## config.mk

```make
export PLATFORM = sky130hd
export DESIGN_NAME = wave_meas_sequencer
export DESIGN_NICKNAME = d
export VERILOG_FILES = /design/src/rtl/wave_meas_pkg.sv /design/src/rtl/seq_divider_u32.sv /design/src/rtl/wave_meas_sequencer.sv
export SDC_FILE = /design/constraint.sdc
export NUM_CORES = 1
export LEC_CHECK = 0
export BUFFER_PORTS_ARGS = -buffer_cell sky130_fd_sc_hd__buf_2
export CAP_MARGIN = 5
export CORE_MARGIN = 2
export CORE_UTILIZATION = 40
export CTS_BUF_LIST = sky130_fd_sc_hd__clkbuf_8
export DETAILED_ROUTE_END_ITERATION = 10
export MAX_ROUTING_LAYER = met4
export PLACE_DENSITY = 0.54
export SYNTH_ARGS = -nofsm -noshare
export SYNTH_HDL_FRONTEND = slang
export SYNTH_HIERARCHICAL = 1
export SYNTH_SLANG_ARGS = --single-unit
```

## constraint.sdc

```tcl
create_clock -name i_clk -period 4 [get_ports i_clk]
set_clock_uncertainty 0.1 [all_clocks]
set_input_delay 0.4 -clock i_clk [delete_from_list [all_inputs] [get_ports i_clk]]
set_output_delay 0.4 -clock i_clk [all_outputs]
set_load 0.01 [all_outputs]
```

## src/rtl/wave_meas_pkg.sv

```systemverilog
// Shared types and widths for the wave measurement sequencer and its divider.
// Latency: n/a (declarations only).
// Backpressure: n/a.
//
// Contents: the sequencer state enum and the datapath widths.
package wave_meas_pkg;

  localparam int PERIOD_W  = 32;  // analyzer period count / frequency width
  localparam int AMP_W     = 12;  // analyzer amplitude width
  localparam int DIV_STEPS = 32;  // one quotient bit per cycle

  typedef enum logic [2:0] {
    IDLE,
    CLEAR,
    WAIT_STABLE,
    DIVIDE,
    ACCUM,
    PRESENT
  } state_e;

endpackage

```

## src/rtl/seq_divider_u32.sv

```systemverilog
// Restoring unsigned divider, one quotient bit per cycle.
// Latency: DIV_STEPS cycles after i_start; o_done pulses during the final step,
//          and o_quotient holds the final truncated quotient from the next cycle on.
// Backpressure: none; i_start restarts the divide unconditionally.
//
// Ports:
//   i_clk, i_rst      clock, synchronous active-high reset
//   i_start           load dividend/divisor and begin
//   i_dividend        numerator
//   i_divisor         denominator (caller guarantees nonzero)
//   o_busy            a divide is in progress
//   o_done            one-cycle pulse on the last step
//   o_quotient        quotient register (valid after o_done)
module seq_divider_u32
  import wave_meas_pkg::*;
(
  input  logic                i_clk,
  input  logic                i_rst,
  input  logic                i_start,
  input  logic [PERIOD_W-1:0] i_dividend,
  input  logic [PERIOD_W-1:0] i_divisor,
  output logic                o_busy,
  output logic                o_done,
  output logic [PERIOD_W-1:0] o_quotient
);

  localparam int STEP_W = $clog2(DIV_STEPS);
  localparam logic [STEP_W-1:0] LAST_STEP = STEP_W'(DIV_STEPS - 1);

  logic                r_busy;
  logic [STEP_W-1:0]   r_step;
  logic [PERIOD_W-1:0] r_rem;
  logic [PERIOD_W-1:0] r_quo;   // shifts dividend bits out the top, quotient bits in the bottom
  logic [PERIOD_W-1:0] r_div;

  logic [PERIOD_W:0]   w_shift;
  logic                w_ge;
  logic [PERIOD_W-1:0] w_diff;
  logic [PERIOD_W-1:0] w_rem_next;
  logic [PERIOD_W-1:0] w_quo_next;

  // The shifted remainder needs one extra bit; when it is >= divisor the
  // difference is below 2^32, so a 32-bit subtraction is exact.
  assign w_shift    = {r_rem, r_quo[PERIOD_W-1]};
  assign w_ge       = (w_shift >= {1'b0, r_div});
  assign w_diff     = w_shift[PERIOD_W-1:0] - r_div;
  assign w_rem_next = w_ge ? w_diff : w_shift[PERIOD_W-1:0];
  assign w_quo_next = {r_quo[PERIOD_W-2:0], w_ge};

  always_ff @(posedge i_clk) begin
    if (i_rst) begin
      r_busy <= 1'b0;
      r_step <= '0;
      r_rem  <= '0;
      r_quo  <= '0;
      r_div  <= '0;
    end else if (i_start) begin
      r_busy <= 1'b1;
      r_step <= '0;
      r_rem  <= '0;
      r_quo  <= i_dividend;
      r_div  <= i_divisor;
    end else if (r_busy) begin
      r_rem  <= w_rem_next;
      r_quo  <= w_quo_next;
      r_step <= r_step + STEP_W'(1);
      if (r_step == LAST_STEP) r_busy <= 1'b0;
    end
  end

  assign o_busy     = r_busy;
  assign o_done     = r_busy && (r_step == LAST_STEP);
  assign o_quotient = r_quo;

endmodule

```

## src/rtl/wave_meas_sequencer.sv

```systemverilog
// Clears the wave analyzer, waits for a frozen period, converts it to Hz and averages 2^AVG_LOG2 samples.
// Latency: per sample 1 (CLEAR) + measurement + STABLE_CYC + 32 (divide) + 1 (accumulate) cycles.
// Backpressure: result held in PRESENT until o_meas_valid && i_meas_ready; no new run starts until then.
//
// Ports:
//   i_clk, i_rst         clock, synchronous active-high reset
//   i_en                 permits a new averaging run from IDLE (sampled again on result acceptance)
//   i_period_in          analyzer period count (cycles per signal period)
//   i_amp_in             analyzer peak-to-peak amplitude
//   o_ana_clr            one-cycle analyzer restart pulse
//   o_freq_hz, o_amp_out averaged result
//   o_err                result comes from a timed-out run
//   o_meas_valid         result available; i_meas_ready accepts it
//   o_busy               sequencer not idle
module wave_meas_sequencer
  import wave_meas_pkg::*;
#(
  parameter int unsigned CLK_HZ      = 50_000_000,
  parameter int unsigned STABLE_CYC  = 1024,
  parameter int unsigned TIMEOUT_CYC = 16_777_216,
  parameter int unsigned AVG_LOG2    = 2
) (
  input  logic                i_clk,
  input  logic                i_rst,
  input  logic                i_en,
  input  logic [PERIOD_W-1:0] i_period_in,
  input  logic [AMP_W-1:0]    i_amp_in,
  output logic                o_ana_clr,
  output logic [PERIOD_W-1:0] o_freq_hz,
  output logic [AMP_W-1:0]    o_amp_out,
  output logic                o_err,
  output logic                o_meas_valid,
  input  logic                i_meas_ready,
  output logic                o_busy
);

  localparam int STB_W  = (STABLE_CYC > 1)  ? $clog2(STABLE_CYC)  : 1;
  localparam int TMO_W  = (TIMEOUT_CYC > 1) ? $clog2(TIMEOUT_CYC) : 1;
  localparam int FACC_W = PERIOD_W + AVG_LOG2;
  localparam int AACC_W = AMP_W + AVG_LOG2;
  localparam int CNT_W  = AVG_LOG2 + 1;

  localparam logic [STB_W-1:0]    STABLE_LAST  = STB_W'(STABLE_CYC - 1);
  localparam logic [TMO_W-1:0]    TIMEOUT_LAST = TMO_W'(TIMEOUT_CYC - 1);
  localparam logic [CNT_W-1:0]    CNT_LAST     = CNT_W'((1 << AVG_LOG2) - 1);
  localparam logic [PERIOD_W-1:0] DIVIDEND     = PERIOD_W'(CLK_HZ);

  state_e r_state;
  state_e w_next;

  logic [PERIOD_W-1:0] r_prev;
  logic [STB_W-1:0]    r_stable;
  logic [TMO_W-1:0]    r_tmo;
  logic [AMP_W-1:0]    r_amp_lat;
  logic [FACC_W-1:0]   r_freq_acc;
  logic [AACC_W-1:0]   r_amp_acc;
  logic [CNT_W-1:0]    r_cnt;
  logic [PERIOD_W-1:0] r_freq;
  logic [AMP_W-1:0]    r_amp;
  logic                r_err;

  logic                w_same;
  logic                w_stable_hit;
  logic                w_tmo_hit;
  logic                w_last;
  logic                w_accept;
  logic                w_div_start;
  logic                w_div_busy;
  logic                w_div_done;
  logic [PERIOD_W-1:0] w_quotient;
  logic [FACC_W-1:0]   w_freq_sum;
  logic [AACC_W-1:0]   w_amp_sum;
  logic [PERIOD_W-1:0] w_freq_avg;
  logic [AMP_W-1:0]    w_amp_avg;

  // A zero period means the analyzer has not produced a count yet, so it
  // never counts as stable; that also keeps the divisor nonzero.
  assign w_same       = (i_period_in != '0) && (i_period_in == r_prev);
  assign w_stable_hit = w_same && (r_stable == STABLE_LAST);
  assign w_tmo_hit    = (r_tmo == TIMEOUT_LAST);
  assign w_last       = (r_cnt == CNT_LAST);
  assign w_accept     = (r_state == PRESENT) && i_meas_ready;

  assign w_freq_sum = r_freq_acc + FACC_W'(w_quotient);
  assign w_amp_sum  = r_amp_acc + AACC_W'(r_amp_lat);
  assign w_freq_avg = PERIOD_W'(w_freq_sum >> AVG_LOG2);
  assign w_amp_avg  = AMP_W'(w_amp_sum >> AVG_LOG2);

  // The divider itself latches the frozen period as its divisor in the
  // capture cycle, so DIVIDE lasts exactly DIV_STEPS cycles.
  seq_divider_u32 u_div (
    .i_clk      (i_clk),
    .i_rst      (i_rst),
    .i_start    (w_div_start),
    .i_dividend (DIVIDEND),
    .i_divisor  (i_period_in),
    .o_busy     (w_div_busy),
    .o_done     (w_div_done),
    .o_quotient (w_quotient)
  );

  always_ff @(posedge i_clk) begin
    if (i_rst) r_state <= IDLE;
    else       r_state <= w_next;
  end

  always_comb begin
    w_next      = r_state;
    w_div_start = 1'b0;
    o_ana_clr   = 1'b0;
    case (r_state)
      IDLE: begin
        if (i_en) w_next = CLEAR;
      end
      CLEAR: begin
        o_ana_clr = 1'b1;
        w_next    = WAIT_STABLE;
      end
      WAIT_STABLE: begin
        // Stable has priority over a simultaneous timeout.
        if (w_stable_hit) begin
          w_div_start = 1'b1;
          w_next      = DIVIDE;
        end else if (w_tmo_hit) begin
          w_next = PRESENT;
        end
      end
      DIVIDE: begin
        if (w_div_done) w_next = ACCUM;
      end
      ACCUM: begin
        w_next = w_last ? PRESENT : CLEAR;
      end
      PRESENT: begin
        if (w_accept) w_next = i_en ? CLEAR : IDLE;
      end
      default: w_next = IDLE;
    endcase
  end

  always_ff @(posedge i_clk) begin
    if (i_rst) begin
      r_prev     <= '0;
      r_stable   <= '0;
      r_tmo      <= '0;
      r_amp_lat  <= '0;
      r_freq_acc <= '0;
      r_amp_acc  <= '0;
      r_cnt      <= '0;
      r_freq     <= '0;
      r_amp      <= '0;
      r_err      <= 1'b0;
    end else begin
      case (r_state)
        CLEAR: begin
          r_prev   <= '0;
          r_stable <= '0;
          r_tmo    <= '0;
        end
        WAIT_STABLE: begin
          r_prev   <= i_period_in;
          r_stable <= w_same ? r_stable + STB_W'(1) : '0;
          r_tmo    <= r_tmo + TMO_W'(1);
          if (w_stable_hit) begin
            r_amp_lat <= i_amp_in;
          end else if (w_tmo_hit) begin
            // Aborted run: report an error result and drop partial sums.
            r_freq     <= '0;
            r_amp      <= '0;
            r_err      <= 1'b1;
            r_freq_acc <= '0;
            r_amp_acc  <= '0;
            r_cnt      <= '0;
          end
        end
        ACCUM: begin
          r_freq_acc <= w_freq_sum;
          r_amp_acc  <= w_amp_sum;
          r_cnt      <= r_cnt + CNT_W'(1);
          if (w_last) begin
            r_freq <= w_freq_avg;
            r_amp  <= w_amp_avg;
            r_err  <= 1'b0;
          end
        end
        PRESENT: begin
          if (w_accept) begin
            r_freq_acc <= '0;
            r_amp_acc  <= '0;
            r_cnt      <= '0;
          end
        end
        default: ;
      endcase
    end
  end

  assign o_freq_hz    = r_freq;
  assign o_amp_out    = r_amp;
  assign o_err        = r_err;
  assign o_meas_valid = (r_state == PRESENT);
  assign o_busy       = (r_state != IDLE) || w_div_busy;

endmodule

```

==> results by group <==
Status
  – Outcome: finished clean

Global routing
  – Largest net degree at the start of global routing: 186
  – Grt ovf: 0
  – Gr usage total: about 21%
  – First-pass GRT wire length: 69100 um
  – Antenna violations before repair: 0
  – Vias in the first global route: around 13000

Power
  – Peak supply drop: approximately 0.00021 V
  – PwrDens: ~380 mW/mm^2
  – LEAKAGE: slightly below 0.008 uW

Synth
  – Seq cells post-synth: around 280
  – Register area share after synthesis: between 30% and 40%
  – Synth area leaders: dfxtp_1 (36%), nor2_1 (6.7%), mux2i_1 (6.7%)
  – Most frequent cell after synthesis: dfxtp_1
  – Synth cell types: 80
  – Mean Syn Cell Area: just over 8 sq um
  – Mapped cell area: ~0.015 sq mm
  – Cell taking the most area after synthesis: dfxtp_1
  – Top cell type's share of synthesized area: between 30 and 40%
  – Commonest cells in the netlist: dfxtp_1 (279), nor2_1 (275), a21oi_1 (183)
  – Post-synthesis async set-or-reset flop share: 0%
  – Commonest register cell after synthesis: dfxtp_1
  – Syn. warnings: 6
  – Cells after Synth: 1874
  – EDFF count, synth: 0

STA
  – Final Max Tran Viols: 0
  – Endpoints failing setup: 0
  – Fin worst setup slack: roughly 0.60 ns
  – RSZ-0062 raised after global routing: false
  – Hold Vio Cnt, Final: 0
  – Slew Limit Headroom: roughly 43%
  – Slew @ Worst Pin: about 0.86 ns
  – Fmax: approximately 290 MHz
  – Fin crit share: about 85%
  – Min Tclk post-route: 3.40 ns
  – TNS Setup: 0 ns
  – WHS: roughly 0.055 ns

Layout
  – N_diodes: 0
  – Area grow syn2layout: 16.7%
  – Fin util: approximately 47%
  – Finished Layout Cells: 2575
  – Multi-input gate area: between 0.009 and 0.01 sq mm
  – Number of nets in the layout: approximately 2100
  – Fillers: roughly 3800
  – Sequential Area: 0.00559 sq mm
  – Layout cell share with drive strength beyond 1: between 10% and 20%

Die
  – # IOs: 96
  – Starting density of the core: approximately two fifths
  – Cell row count: 72
  – Die Footprint: between 0.04 and 0.05 sq mm
  – Die H: ~200 um
  – Die Wd: 201 um
  – Core ar.: roughly 0.038 sq mm

CTS
  – H-Tree Depth: 2
  – Post CTS Setup Buffer Count: 0
  – CTS tree: done
  – CTS clk-pin slew, worst paths: 0.06 ns
  – CTS buffer count: between 50 and 60
  – Root Driver: clkbuf_8
  – CTS Buffer Depth: 3
  – Clk Latency, worst-skew pair: 0.64 ns
  – Sink Count: approximately 280

Setup path
  – Crit-path slowest cell: a2111oi_0
  – Worst-path fanout max: 3
  – Max incr delay on CP: approximately 0.69 ns
  – Crit path DAT: between 3 and 4 ns
  – Cells along the critical path: ha_1 > inv_1 > fa_1 > nand2b_1 > a21o_1 > a2111oi_0 > o21a_1 > o2111ai_1 > nand3_1 > xor2_1 > a22o_1
  – Req. time, crit path: roughly 4.5 ns
  – Setup crit start kind: flop
  – Critical path class: reg -> reg
  – Crit end category: flop

Routing
  – Vias/cell: 5.37
  – Routed len/inst: 16.6 um
  – Routed WL: 42800 um
  – First-pass DRT Iterations: 5
  – DR iter-0 viols: 668
  – DR vias: approximately 14000
  – # DRC: 0
  – Routed Antenna Nets: 0

Placement
  – Dpl cells: around 2400
  – PortBufs: between 90 and 100
  – Worst setup slack after placement: between 0.5 and 0.6 ns
  – GPL Wtd Cong: between 0.8 and 0.9
  – Detailed placement HPWL: just under 30000 um

Hold path
  – Min-delay worst type: in -> reg

Job
  – # Max-Cap Violations: 0
==> final timing paths <==
kind              depth (start not counted)  slack (ns)        endpoint           startpoint
hold reg to reg                           2        0.35    o_freq_hz[5]         o_freq_hz[5]
setup / recovery                         11        0.60   o_freq_hz[24]  u_div/o_quotient[0]
hold / removal                            3        0.05  u_div/r_div[2]       i_period_in[2]
setup reg to reg                         11        0.60   o_freq_hz[24]  u_div/o_quotient[0]
==> placed cells by master (no fill, tap or decap), types with 19 or more instances in the layout <==
cell type | netlist | final
a21o_1 | 51 | 51
a21oi_1 | 183 | 183
a22o_1 | 22 | 22
a22oi_1 | 62 | 62
a31oi_1 | 19 | 19
and3_1 | 20 | 20
buf_2 | 19 | 94
clkbuf_8 | 0 | 70
conb_1 | 2 | 32
dfxtp_1 | 279 | 278
dlygate4sd3_1 | 0 | 49
ha_1 | 82 | 82
inv_1 | 61 | 81
mux2i_1 | 103 | 103
nand2_1 | 121 | 121
nand3_1 | 77 | 77
nand4_1 | 21 | 21
nor2_1 | 275 | 273
nor4_1 | 19 | 19
o21ai_0 | 70 | 70
xnor2_1 | 42 | 42
xor2_1 | 58 | 58
==> power by group <==
group | switching (uW) | internal, uW | total [uW] | leakage (uW)
Sequential | 61.9 | 2850 | 2910 | 0.00225
Combinational | 654 | 266 | 920 | 0.00479
Clock | 1290 | 1700 | 2980 | 0.000660
Total | 2000 | 4810 | 6810 | 0.00770
==> worst max-delay path: cells and delay by family, from the launching register on <==
family	cells	cell delay, ns
AOI/OAI and AO/OA	5	1.54
buffers and inverters	1	0.08
and+or+nand+nor	2	0.36
DFF	1	0.37
adders and majority gates	2	0.64
xor gates and xnor gates	1	0.26
==> kinds of logic (layout without fill, tap and decap cells) <==
| kind of cell | count (synthesis) | after routing | share of synthesized area [%] |
|---|---|---|---|
| AO/OA/AOI/OAI | 526 | 526 | 22.0 |
| XOR/XNOR | 100 | 100 | 5.66 |
| adder cells (fa/ha/maj) | 85 | 85 | 7.01 |
| buffers and inverters | 169 | 322 | 4.58 |
| flip-flops | 279 | 279 | 36.1 |
| multiplexers | 107 | 107 | 6.95 |
| other | 2 | 32 | 0.0485 |
| AND/OR/NAND/NOR | 606 | 606 | 17.7 |
==> state kept, by name (all words and copies together), names as in the netlist <==
| name | flops |
|---|---|
| r_cnt | 3 |
| u_div/o_quotient | 32 |
| r_freq_acc | 34 |
| o_freq_hz | 32 |
| r_stable | 10 |
| r_tmo | 24 |
| r_prev | 32 |
| o_err | 1 |
| u_div/r_rem | 32 |
| r_amp_lat | 12 |
| u_div/r_step | 5 |
| u_div/o_busy | 1 |
| u_div/r_div | 32 |
| o_amp_out | 12 |
| r_state | 3 |
| r_amp_acc | 14 |
==> per-layer routing <==
metal,part of all wire [%],up-vias,wire (um),track usage (%)
li1,-,6962,-,-
met1,48,6552,20600,27.3
met2,46,229,19700,34.7
met3,3.5,74,1500,3.75
met4,2.5,0,1050,6.51
met5,0,-,0,-
==> area by class of cell <==
cell class | instances | area share [%]
Clock inverter | 30 | 1.05
Multi-Input combinational cell | 1456 | 51.5
Inverter | 61 | 1.27
Sequential cell | 279 | 30.9
Tap cell | 518 | 3.59
Timing Repair Buffer | 161 | 6.29
Clock buffer | 70 | 5.33
==> per-stage QoR <==
step / instance area [sq um] / total power [uW]
global placement: 16400 / 3860
global route: 18100 / 7150
finish: 18100 / 6810
floorplan: 15600 / 3570
CTS: 18100 / 6920
detailed placement: 16400 / 3870
==> repair_timing <==
action	in CTS	in global routing
resized for setup	0	0
hold buffers	49	0
hold endpoints to repair	76	0
Note: power is estimated with default switching activity, not from simulation.
